<file path="src/rtl/battle_grid_controller_if.sv">
// Signal bundle between the switch/button input layer and the battleship grid controller.
// Pure wiring, no latency; no backpressure: levels and one-shot buttons only.
// master drives the player inputs, slave is the controller driving the display and score.
interface battle_grid_controller_if #(
    parameter int COLS = 5,
    parameter int ROWS = 7
);
    logic                   onOff;
    logic                   status;
    logic                   save_game;
    logic                   attack_button;
    logic [COLS*ROWS-1:0]   board_in;
    logic [2:0]             columns_attack;
    logic [2:0]             rows_attack;
    logic [COLS*ROWS-1:0]   board_out;
    logic [5:0]             attacks_left;
    logic [6:0]             ships_left;
    logic                   game_over;
    logic                   win;
    logic                   err_pulse;

    modport master (
        output onOff, status, save_game, attack_button, board_in, columns_attack, rows_attack,
        input  board_out, attacks_left, ships_left, game_over, win, err_pulse
    );

    modport slave (
        input  onOff, status, save_game, attack_button, board_in, columns_attack, rows_attack,
        output board_out, attacks_left, ships_left, game_over, win, err_pulse
    );
endinterface

</file>
<file path="src/rtl/battle_grid_controller.sv">
// Battleship game controller: latches a layout, resolves strikes, drives the LED matrix.
// Latency: button state/score update 3 cycles after first sample, display 1 cycle later; switches 1+1.
// No backpressure: each synchronised button rising edge is acted on once or rejected with err_pulse.
module battle_grid_controller #(
    parameter int COLS        = 5,
    parameter int ROWS        = 7,
    parameter int MAX_ATTACKS = 10,
    parameter int BLINK_DIV   = 25_000_000
) (
    input  logic                    clk,
    input  logic                    reset,
    battle_grid_controller_if.slave bus
);
    localparam int N  = COLS * ROWS;
    localparam int BW = $clog2(BLINK_DIV);

    typedef enum logic [2:0] {S_OFF, S_PLACE, S_ATTACK, S_WIN, S_LOSE} state_t;

    state_t         state;
    logic [N-1:0]   layout, hit_mask, miss_mask, board_q, disp, tgt;
    logic [5:0]     att_left, att_dec;
    logic [6:0]     ships_q, ships_dec;
    logic           saved, err_q, win_q, over_q, place_err, place_err_q;
    logic [1:0]     save_sync, atk_sync;
    logic           save_prev, atk_prev, save_edge, atk_edge;
    logic [BW-1:0]  blink_cnt;
    logic           blink_ph;
    logic           in_grid, cell_marked, cell_ship;

    function automatic logic [6:0] popcount(input logic [N-1:0] v);
        logic [6:0] c;
        c = '0;
        for (int i = 0; i < N; i++) c = c + {6'd0, v[i]};
        return c;
    endfunction

    always_comb begin
        in_grid     = (int'(bus.columns_attack) < COLS) && (int'(bus.rows_attack) < ROWS);
        tgt         = in_grid ? (N'(1) << (int'(bus.columns_attack) * ROWS + int'(bus.rows_attack))) : '0;
        cell_marked = |((hit_mask | miss_mask) & tgt);
        cell_ship   = |(layout & tgt);
        att_dec     = att_left - 6'd1;
        ships_dec   = ships_q - {6'd0, cell_ship};
        place_err   = bus.status & ~saved;
    end

    // Misses and the target cell blink in opposite phases so they stay distinguishable.
    always_comb begin
        disp = '0;
        case (state)
            S_PLACE:  disp = place_err ? '0 : bus.board_in;
            S_ATTACK: disp = hit_mask | (blink_ph ? miss_mask : '0) | (blink_ph ? '0 : tgt);
            S_WIN:    disp = blink_ph ? layout : '0;
            S_LOSE:   disp = layout;
            default:  disp = '0;
        endcase
    end

    always_ff @(posedge clk) begin
        if (!reset) begin
            state       <= S_OFF;
            layout      <= '0;
            hit_mask    <= '0;
            miss_mask   <= '0;
            board_q     <= '0;
            att_left    <= '0;
            ships_q     <= '0;
            saved       <= 1'b0;
            err_q       <= 1'b0;
            win_q       <= 1'b0;
            over_q      <= 1'b0;
            place_err_q <= 1'b0;
            save_sync   <= '0;
            atk_sync    <= '0;
            save_prev   <= 1'b0;
            atk_prev    <= 1'b0;
            save_edge   <= 1'b0;
            atk_edge    <= 1'b0;
            blink_cnt   <= '0;
            blink_ph    <= 1'b1;
        end else begin
            save_sync   <= {save_sync[0], bus.save_game};
            atk_sync    <= {atk_sync[0], bus.attack_button};
            save_prev   <= save_sync[1];
            atk_prev    <= atk_sync[1];
            save_edge   <= save_sync[1] & ~save_prev;
            atk_edge    <= atk_sync[1] & ~atk_prev;
            board_q     <= disp;
            err_q       <= 1'b0;
            place_err_q <= 1'b0;

            if (blink_cnt == BW'(BLINK_DIV - 1)) begin
                blink_cnt <= '0;
                blink_ph  <= ~blink_ph;
            end else begin
                blink_cnt <= blink_cnt + BW'(1);
            end

            if (!bus.onOff) begin
                state  <= S_OFF;
                win_q  <= 1'b0;
                over_q <= 1'b0;
            end else begin
                case (state)
                    S_OFF: state <= (bus.status && saved) ? S_ATTACK : S_PLACE;
                    S_PLACE: begin
                        // Report the unsaved-attack request once, not every cycle it persists.
                        place_err_q <= place_err;
                        if (place_err && !place_err_q) err_q <= 1'b1;
                        if (save_edge) begin
                            layout    <= bus.board_in;
                            hit_mask  <= '0;
                            miss_mask <= '0;
                            att_left  <= 6'(MAX_ATTACKS);
                            ships_q   <= popcount(bus.board_in);
                            saved     <= 1'b1;
                        end
                        if (bus.status && saved) state <= S_ATTACK;
                    end
                    S_ATTACK: begin
                        if (!bus.status) begin
                            state <= S_PLACE;
                        end else if (atk_edge) begin
                            if (!in_grid || cell_marked) begin
                                err_q <= 1'b1;
                            end else begin
                                hit_mask  <= hit_mask | (cell_ship ? tgt : '0);
                                miss_mask <= miss_mask | (cell_ship ? '0 : tgt);
                                att_left  <= att_dec;
                                ships_q   <= ships_dec;
                                // Sinking the last ship wins even on the final attack.
                                if (ships_dec == 7'd0) begin
                                    state  <= S_WIN;
                                    win_q  <= 1'b1;
                                    over_q <= 1'b1;
                                end else if (att_dec == 6'd0) begin
                                    state  <= S_LOSE;
                                    over_q <= 1'b1;
                                end
                            end
                        end
                    end
                    default: begin
                        if (!bus.status) begin
                            state  <= S_PLACE;
                            win_q  <= 1'b0;
                            over_q <= 1'b0;
                        end
                    end
                endcase
            end
        end
    end

    assign bus.board_out    = board_q;
    assign bus.attacks_left = att_left;
    assign bus.ships_left   = ships_q;
    assign bus.game_over    = over_q;
    assign bus.win          = win_q;
    assign bus.err_pulse    = err_q;
endmodule

</file>
<file path="src/flat_wrapper.sv">
// flat-port wrapper written by rule: the top's interface ports become plain ports
module battle_grid_controller_flat 
#(
    parameter int COLS        = 5,
    parameter int ROWS        = 7,
    parameter int MAX_ATTACKS = 10,
    parameter int BLINK_DIV   = 25_000_000
)
  (clk, reset, bus_onOff, bus_status, bus_save_game, bus_attack_button, bus_board_in, bus_columns_attack, bus_rows_attack, bus_board_out, bus_attacks_left, bus_ships_left, bus_game_over, bus_win, bus_err_pulse);
  battle_grid_controller_if #(.COLS(COLS), .ROWS(ROWS)) bus_i ();
  input  logic clk;
  input  logic reset;
  input wire logic [$bits(bus_i.onOff)-1:0] bus_onOff;
  input wire logic [$bits(bus_i.status)-1:0] bus_status;
  input wire logic [$bits(bus_i.save_game)-1:0] bus_save_game;
  input wire logic [$bits(bus_i.attack_button)-1:0] bus_attack_button;
  input wire logic [$bits(bus_i.board_in)-1:0] bus_board_in;
  input wire logic [$bits(bus_i.columns_attack)-1:0] bus_columns_attack;
  input wire logic [$bits(bus_i.rows_attack)-1:0] bus_rows_attack;
  output wire logic [$bits(bus_i.board_out)-1:0] bus_board_out;
  output wire logic [$bits(bus_i.attacks_left)-1:0] bus_attacks_left;
  output wire logic [$bits(bus_i.ships_left)-1:0] bus_ships_left;
  output wire logic [$bits(bus_i.game_over)-1:0] bus_game_over;
  output wire logic [$bits(bus_i.win)-1:0] bus_win;
  output wire logic [$bits(bus_i.err_pulse)-1:0] bus_err_pulse;
  assign bus_i.onOff = bus_onOff;
  assign bus_i.status = bus_status;
  assign bus_i.save_game = bus_save_game;
  assign bus_i.attack_button = bus_attack_button;
  assign bus_i.board_in = bus_board_in;
  assign bus_i.columns_attack = bus_columns_attack;
  assign bus_i.rows_attack = bus_rows_attack;
  assign bus_board_out = bus_i.board_out;
  assign bus_attacks_left = bus_i.attacks_left;
  assign bus_ships_left = bus_i.ships_left;
  assign bus_game_over = bus_i.game_over;
  assign bus_win = bus_i.win;
  assign bus_err_pulse = bus_i.err_pulse;
  battle_grid_controller #(.COLS(COLS), .ROWS(ROWS), .MAX_ATTACKS(MAX_ATTACKS), .BLINK_DIV(BLINK_DIV)) u_core (.clk(clk), .reset(reset), .bus(bus_i));
endmodule
</file>
<file path="config.mk">
export PLATFORM = sky130hd
export DESIGN_NAME = battle_grid_controller_flat
export DESIGN_NICKNAME = d
export VERILOG_FILES = /design/src/rtl/battle_grid_controller_if.sv /design/src/rtl/battle_grid_controller.sv /design/src/flat_wrapper.sv
export SDC_FILE = /design/constraint.sdc
export NUM_CORES = 1
export LEC_CHECK = 0
export CORE_MARGIN = 2
export CORE_UTILIZATION = 45
export DETAILED_ROUTE_END_ITERATION = 7
export GPL_TIMING_DRIVEN = 1
export HOLD_SLACK_MARGIN = 0.02
export PLACE_DENSITY = 0.65
export SLEW_MARGIN = 20
export SYNTH_ARGS = -nofsm -noshare
export SYNTH_HDL_FRONTEND = slang
export SYNTH_SLANG_ARGS = --single-unit
</file>
<file path="constraint.sdc">
create_clock -name clk -period 14.7 [get_ports clk]
set_input_delay 2.94 -clock clk [delete_from_list [all_inputs] [get_ports clk]]
set_output_delay 2.94 -clock clk [all_outputs]
set_load 0.1 [all_outputs]
</file>
==> results of run 1 <==
[sequential cells by signal, summed over array words and instances, names as in the netlist, 2 cells and up]
register and count:
u_core.miss_mask 35, u_core.bus.ships_left 7, u_core.save_sync 2, u_core.blink_cnt 25
u_core.layout 35, u_core.atk_sync 2, u_core.hit_mask 35, u_core.bus.board_out 35
u_core.state 3, u_core.bus.attacks_left 6
[worst max-delay path: stages]
cell             delay, ps
clkdlybuf4s50_1        580
inv_1                  100
fa_1                   540
inv_1                   40
ha_1                   210
fa_1                   820
o21a_1                 210
and2_4                 250
nor4_1                 100
o31ai_1                600
nor3_1                 260
a2111oi_4              930
inv_4                  220
ha_1                   270
ha_1                   290
nand2_1                 50
nor4_1                 160
nand4_1                270
nand3_1                190
nand2b_1                60
nor4_1                 460
o21ai_0                180
nor3b_1                160
[cell families (layout without fill, tap and decap cells)]
group	after synthesis	in the layout	share of synthesized area, %
AO/OA/AOI/OAI	355	355	26.51
XOR/XNOR	34	34	2.837
adder cells (fa/ha/maj)	54	54	8.653
buffers and inverters	154	221	5.697
flip-flops	195	195	37.19
multiplexers	7	7	0.7032
AND/OR/NAND/NOR	405	405	18.41
[how the worst max path moves through the flow]
stage                                      from  depth (start not counted)  slack (ps)              end
after detailed placement  bus_columns_attack[0]                         23        4780  u_core.state[0]
after CTS                 bus_columns_attack[0]                         23        5230  u_core.state[0]
after floorplan           bus_columns_attack[1]                         24        6300  u_core.state[0]
after global placement    bus_columns_attack[0]                         23        4950  u_core.state[0]
final                     bus_columns_attack[0]                         23        5130  u_core.state[0]
after global routing      bus_columns_attack[0]                         23        4740  u_core.state[0]
[power groups by stage]
stage | registers [mW] | clock network (mW) | logic, mW
global placement | 0.550 | 0 | 0.545
CTS | 0.538 | 0.513 | 0.560
floorplan | 0.561 | 0 | 0.393
finish | 0.538 | 0.508 | 0.560
detailed placement | 0.550 | 0 | 0.556
global route | 0.538 | 0.535 | 0.629
[metal layers]
| layer | global-route usage, % | vias to the layer above | wire (um) |
|---|---|---|---|
| met3 | 7.228 | 57 | 2859 |
| met2 | 43.25 | 427 | 15440 |
| met5 | 0 | - | 0 |
| met4 | 9.436 | 0 | 847 |
| li1 | - | 4462 | - |
| met1 | 38.31 | 4583 | 14580 |
[layout make-up]
cell class | instances | area, um^2
repair buffers | 118 | 1124
multi-input cells | 855 | 6027
inverters | 71 | 269.0
clock buffers | 17 | 425.4
clock inverters | 15 | 214.0
well taps | 313 | 391.6
flip-flops and latches | 195 | 3905
fillers | 2121 | 10420
[cell usage after synthesis, types with 8 or more instances]
| library cell | number | area share (%) |
|---|---|---|
| o21ai_0 | 51 | 2.4 |
| and2_1 | 14 | 0.83 |
| a22oi_1 | 20 | 1.4 |
| or3_1 | 13 | 0.77 |
| nor2b_1 | 8 | 0.48 |
| nor2_1 | 87 | 3.1 |
| nor3_1 | 29 | 1.4 |
| nor4_1 | 11 | 0.66 |
| ha_1 | 23 | 2.7 |
| nand2_1 | 143 | 5.1 |
| and3_1 | 9 | 0.54 |
| nand4_1 | 11 | 0.66 |
| xor2_1 | 20 | 1.7 |
| xnor2_1 | 14 | 1.2 |
| a22o_1 | 62 | 5.2 |
| nand3_1 | 33 | 1.6 |
| a21oi_1 | 49 | 2.3 |
| nor3b_1 | 21 | 1.5 |
| clkbuf_1 | 70 | 2.5 |
| inv_1 | 70 | 2.5 |
| a21boi_0 | 37 | 2.6 |
| dfxtp_1 | 195 | 37 |
| buf_2 | 8 | 0.38 |
| o31ai_1 | 22 | 1.6 |
| fa_1 | 31 | 5.9 |
| a222oi_1 | 17 | 1.6 |
| o21a_1 | 8 | 0.57 |
| a211o_1 | 17 | 1.4 |
[per-stage QoR]
step	instances	util [%]
6_report	1584	54.24
5_1_grt	1584	54.24
4_1_cts	1584	54.24
3_5_place_dp	1552	51.44
3_3_place_gp	1552	51.44
2_1_floorplan	1204	-
==> run summary, run 1 <==
Yosys warning total - 0
maxcap violations - 0
register area share after synthesis - 37.19%
status - finished, final reports clean
DR WL/cell - 21.29 um
I/O Pins - 98
ys async rst share - 0%
Worst-Margin Slew - 1129 ps
total gr overflow - 0
routed vias/inst - 6.016
TritonCTS clock tree - yes
initial antenna violation count - 0
crit start category - input port
PortBufs - 97
clock slew at reported path FFs - 90 ps
worst reg2reg path startpoint - u_core.layout[3]
fin nets - 1359
Synth Register Bits - 195
post-cts resize count - 0
Post-CTS Setup Inserts - 0
DP Worst Slack - 4779 ps
ratio of cells with drive above 1 in the final layout - 6.845%
worst hold stages - 1
final cycle utilization of the critical path - 65.11%
total core area - 0.02278 mm^2
Hold Crit Class - reg -> reg
die area - 0.02457 mm^2
Rel. slew slack - 24.62%
clock buffer depth - 2
CTS Buf Count - 17
Layout area overhead - 17.70%
EDFF count, synth - 0
first-pass GRT wire length - 52720 um
Die Height - 156.7 um
Worst Hold End - u_core.save_edge
Clock Sinks - 195
antenna cells - 0
Clock power frac - 31.6%
Routability Congestion - 0.9045
crit path capture type - flop
H-tree depth - 4
Post-Synthesis Cells - 1204
number of DRC markers in iteration 0 - 931
DRT Pass-1 Iters - 7
unrepaired setup endpoints after global routing - false
critical path required time - 15040 ps
vias in the first global route - 8977
sw frac - 37.85%
pwr/cell area - 129.9 mW/mm^2
DP HPWL - 23820 um
Worst Hold Slack - 394.7 ps
final worst slack - 5129 ps
Setup TNS Final - 0 ps
Crit path arrival time - 9910 ps
GRT Util Overall - 28.09%
logic gate share of total power - 34.9%
Initial Util - 46.09%
# setup viols final - 0
ANT nets after route - 0
f_max - 104.5 MHz
Die X - 156.7 um
hold buffer count at CTS - 0
Hold Startpoint - u_core.save_prev
Tmin final - 9571 ps
ys flop type - dfxtp_1
worst vdd ir - 0.0001733 V
syn nets - 1305
DR DRC count - 0
total internal power - 0.9978 mW
clock root buffer - clkbuf_16
Worst Path Max Fanout - 14
Setup Crit Path Kind - in -> reg
vias - 9529
Mapped Avg Cell Area - 8.719 um^2
Final Hold Fails - 0
Tot Pwr - 1.606 mW
worst-skew pair later-pin latency - 450 ps
R2R depth - 17
clk_skew - 15.09 ps
flop-to-flop setup slack - 9720 ps
post-route cell area - 0.01236 mm^2
max-slew violations - 0
synthesized area - 0.01050 mm^2
LEAKAGE - 4.470 nW
largest net degree at the start of global routing - 76
Rows - 55
P_sw - 0.6077 mW
Synth cell types - 72
post-place instance area - 0.01172 mm^2
FF-to-FF End - u_core.state[0]
most frequent cells in the layout - dfxtp_1 (194), nand2_1 (143), clkdlybuf4s50_1 (96)
commonest non-fill, non-tap cell in the layout - dfxtp_1
sequential power share - 33.5%
Routed WL - 33730 um
No activity file was read; power rests on OpenSTA's default activity.
==> inputs of run 2 (changes only) <==
Settings changed: PLACE_DENSITY 0.65 to 0.68.
Clock period 14.7 ns to 7.7 ns, I/O delays scaled along.
==> run 2 against run 1 <==
Compared with the run above:
- sequential share of layout area shrank 0.32 points
- core utilization grew 0.55 points
- register-to-register slack lost 6300 ps
- power grew 88%
- die area is the same
- hold slack lost 7.4 ps
- final area grew 1.0%
- combinational power grew 98%
- global-route usage is essentially flat
- clock skew shrank 6.3 ps
- final cell count grew 1.6%
- wire length shrank 0.82%
==> run summary, run 2 (synthesized netlist as in run 1, its figures left out) <==
status - finished, final reports clean
Routed WL - 33450 um
most frequent cells in the layout - dfxtp_1 (194), nand2_1 (143), clkdlybuf4s50_1 (96)
Die Height - 156.7 um
worst vdd ir - 0.0002539 V
PortBufs - 97
critical path required time - 8030 ps
Rel. slew slack - 33.46%
fin nets - 1385
H-tree depth - 4
CP top delay family - adder cells
pwr/cell area - 242.1 mW/mm^2
f_max - 136.9 MHz
GRT Util Overall - 28.05%
Rows - 55
clock root buffer - clkbuf_16
total gr overflow - 0
Worst path slowest cell - fa_1
initial antenna violation count - 0
Post-CTS Setup Inserts - 0
CP cell instances - clkdlybuf4s50_1, inv_1, fa_1, inv_1, ha_1, fa_1, o21a_1, nand2_1, nand2_1, a211oi_1, o41a_1, a2111oi_4, inv_4, ha_1, ha_1, nand2_1, nor4_1, nand4_1, nand3_1, nand2b_1, nor4_1, o21ai_0, nor3b_1
vias - 9654
Routability Congestion - 0.9477
first-pass GRT wire length - 52600 um
unrepaired setup endpoints after global routing - false
post-place instance area - 0.01191 mm^2
final core occ - 54.80%
clk_skew - 8.822 ps
Tot Pwr - 3.022 mW
crit path capture type - flop
ratio of cells with drive above 1 in the final layout - 8.642%
total core area - 0.02278 mm^2
crit start category - input port
# setup viols final - 0
clock slew at reported path FFs - 80 ps
largest net degree at the start of global routing - 64
Final Hold Fails - 0
Worst-Margin Slew - 995.0 ps
DP HPWL - 24160 um
post-cts resize count - 0
post-route cell area - 0.01248 mm^2
Hold Crit Class - reg -> reg
number of DRC markers in iteration 0 - 932
Worst Hold Slack - 387.3 ps
Tmin final - 7304 ps
clock buffer depth - 2
max-slew violations - 0
commonest non-fill, non-tap cell in the layout - dfxtp_1
antenna cells - 0
Setup Crit Path Kind - in -> reg
Layout area overhead - 18.90%
routed vias/inst - 6.000
Initial Util - 46.09%
worst-skew pair later-pin latency - 440 ps
slowest stage delay, CP - 730 ps
TritonCTS clock tree - yes
Worst Path Buf+Inv - 4
Worst Path Max Fanout - 10
ANT nets after route - 0
DP Worst Slack - -16.28 ps
DRT Pass-1 Iters - 6
final worst slack - 396.4 ps
DR DRC count - 0
I/O Pins - 98
maxcap violations - 0
Die X - 156.7 um
LEAKAGE - 4.569 nW
Crit path arrival time - 7630 ps
final cycle utilization of the critical path - 94.85%
Clock Sinks - 195
hold buffer count at CTS - 0
die area - 0.02457 mm^2
vias in the first global route - 9353
CTS Buf Count - 17
placed cells - 1578
Setup TNS Final - 0 ps
Finished Layout Cells - 1609
DR WL/cell - 20.79 um
[run 2: cell types whose count changed in the layout (fill, tap and decap cells not counted)]
| cell | before | now |
|---|---|---|
| inv_8 | 7 | 3 |
| buf_4 | 21 | 47 |
| clkinv_4 | 0 | 3 |
| inv_6 | 0 | 3 |
| clkbuf_8 | 0 | 2 |
| inv_12 | 3 | 0 |
| bufinv_16 | 1 | 0 |
| clkinvlp_4 | 1 | 2 |
| clkinv_8 | 3 | 1 |
[run 2: report_power, final]
group	switching, mW	leakage [nW]	internal [mW]
sequential	0.00951	1.57	1.02
combinational	0.680	2.72	0.432
clock	0.441	0.275	0.444
[run 2: layer usage]
layer / up-vias / GRT usage [%] / wire length, um
met4: 0 / 13.98 / 1437
met2: 450 / 44.09 / 15480
met1: 4627 / 37.84 / 14340
met3: 83 / 3.794 / 2197
met5: - / 0 / 0
li1: 4494 / - / -
[run 2: area by class of cell]
class | instances | area, um^2
fill | 2115 | 10300
multi-input combinational | 855 | 6027
sequential | 195 | 3905
timing repair buffer | 144 | 1319
clock buffer | 19 | 452.9
tap | 313 | 391.6
inverter | 71 | 269.0
clock inverter | 12 | 117.6
[run 2: worst paths after layout]
check	start	depth (start not counted)	slack, ps	endpoint
worst min-delay path	u_core.atk_prev	1	390	u_core.atk_edge
worst max register to register	u_core.layout[3]	17	3400	u_core.state[0]
worst min register to register	u_core.atk_prev	1	390	u_core.atk_edge
worst max-delay path	bus_columns_attack[0]	23	400	u_core.state[0]
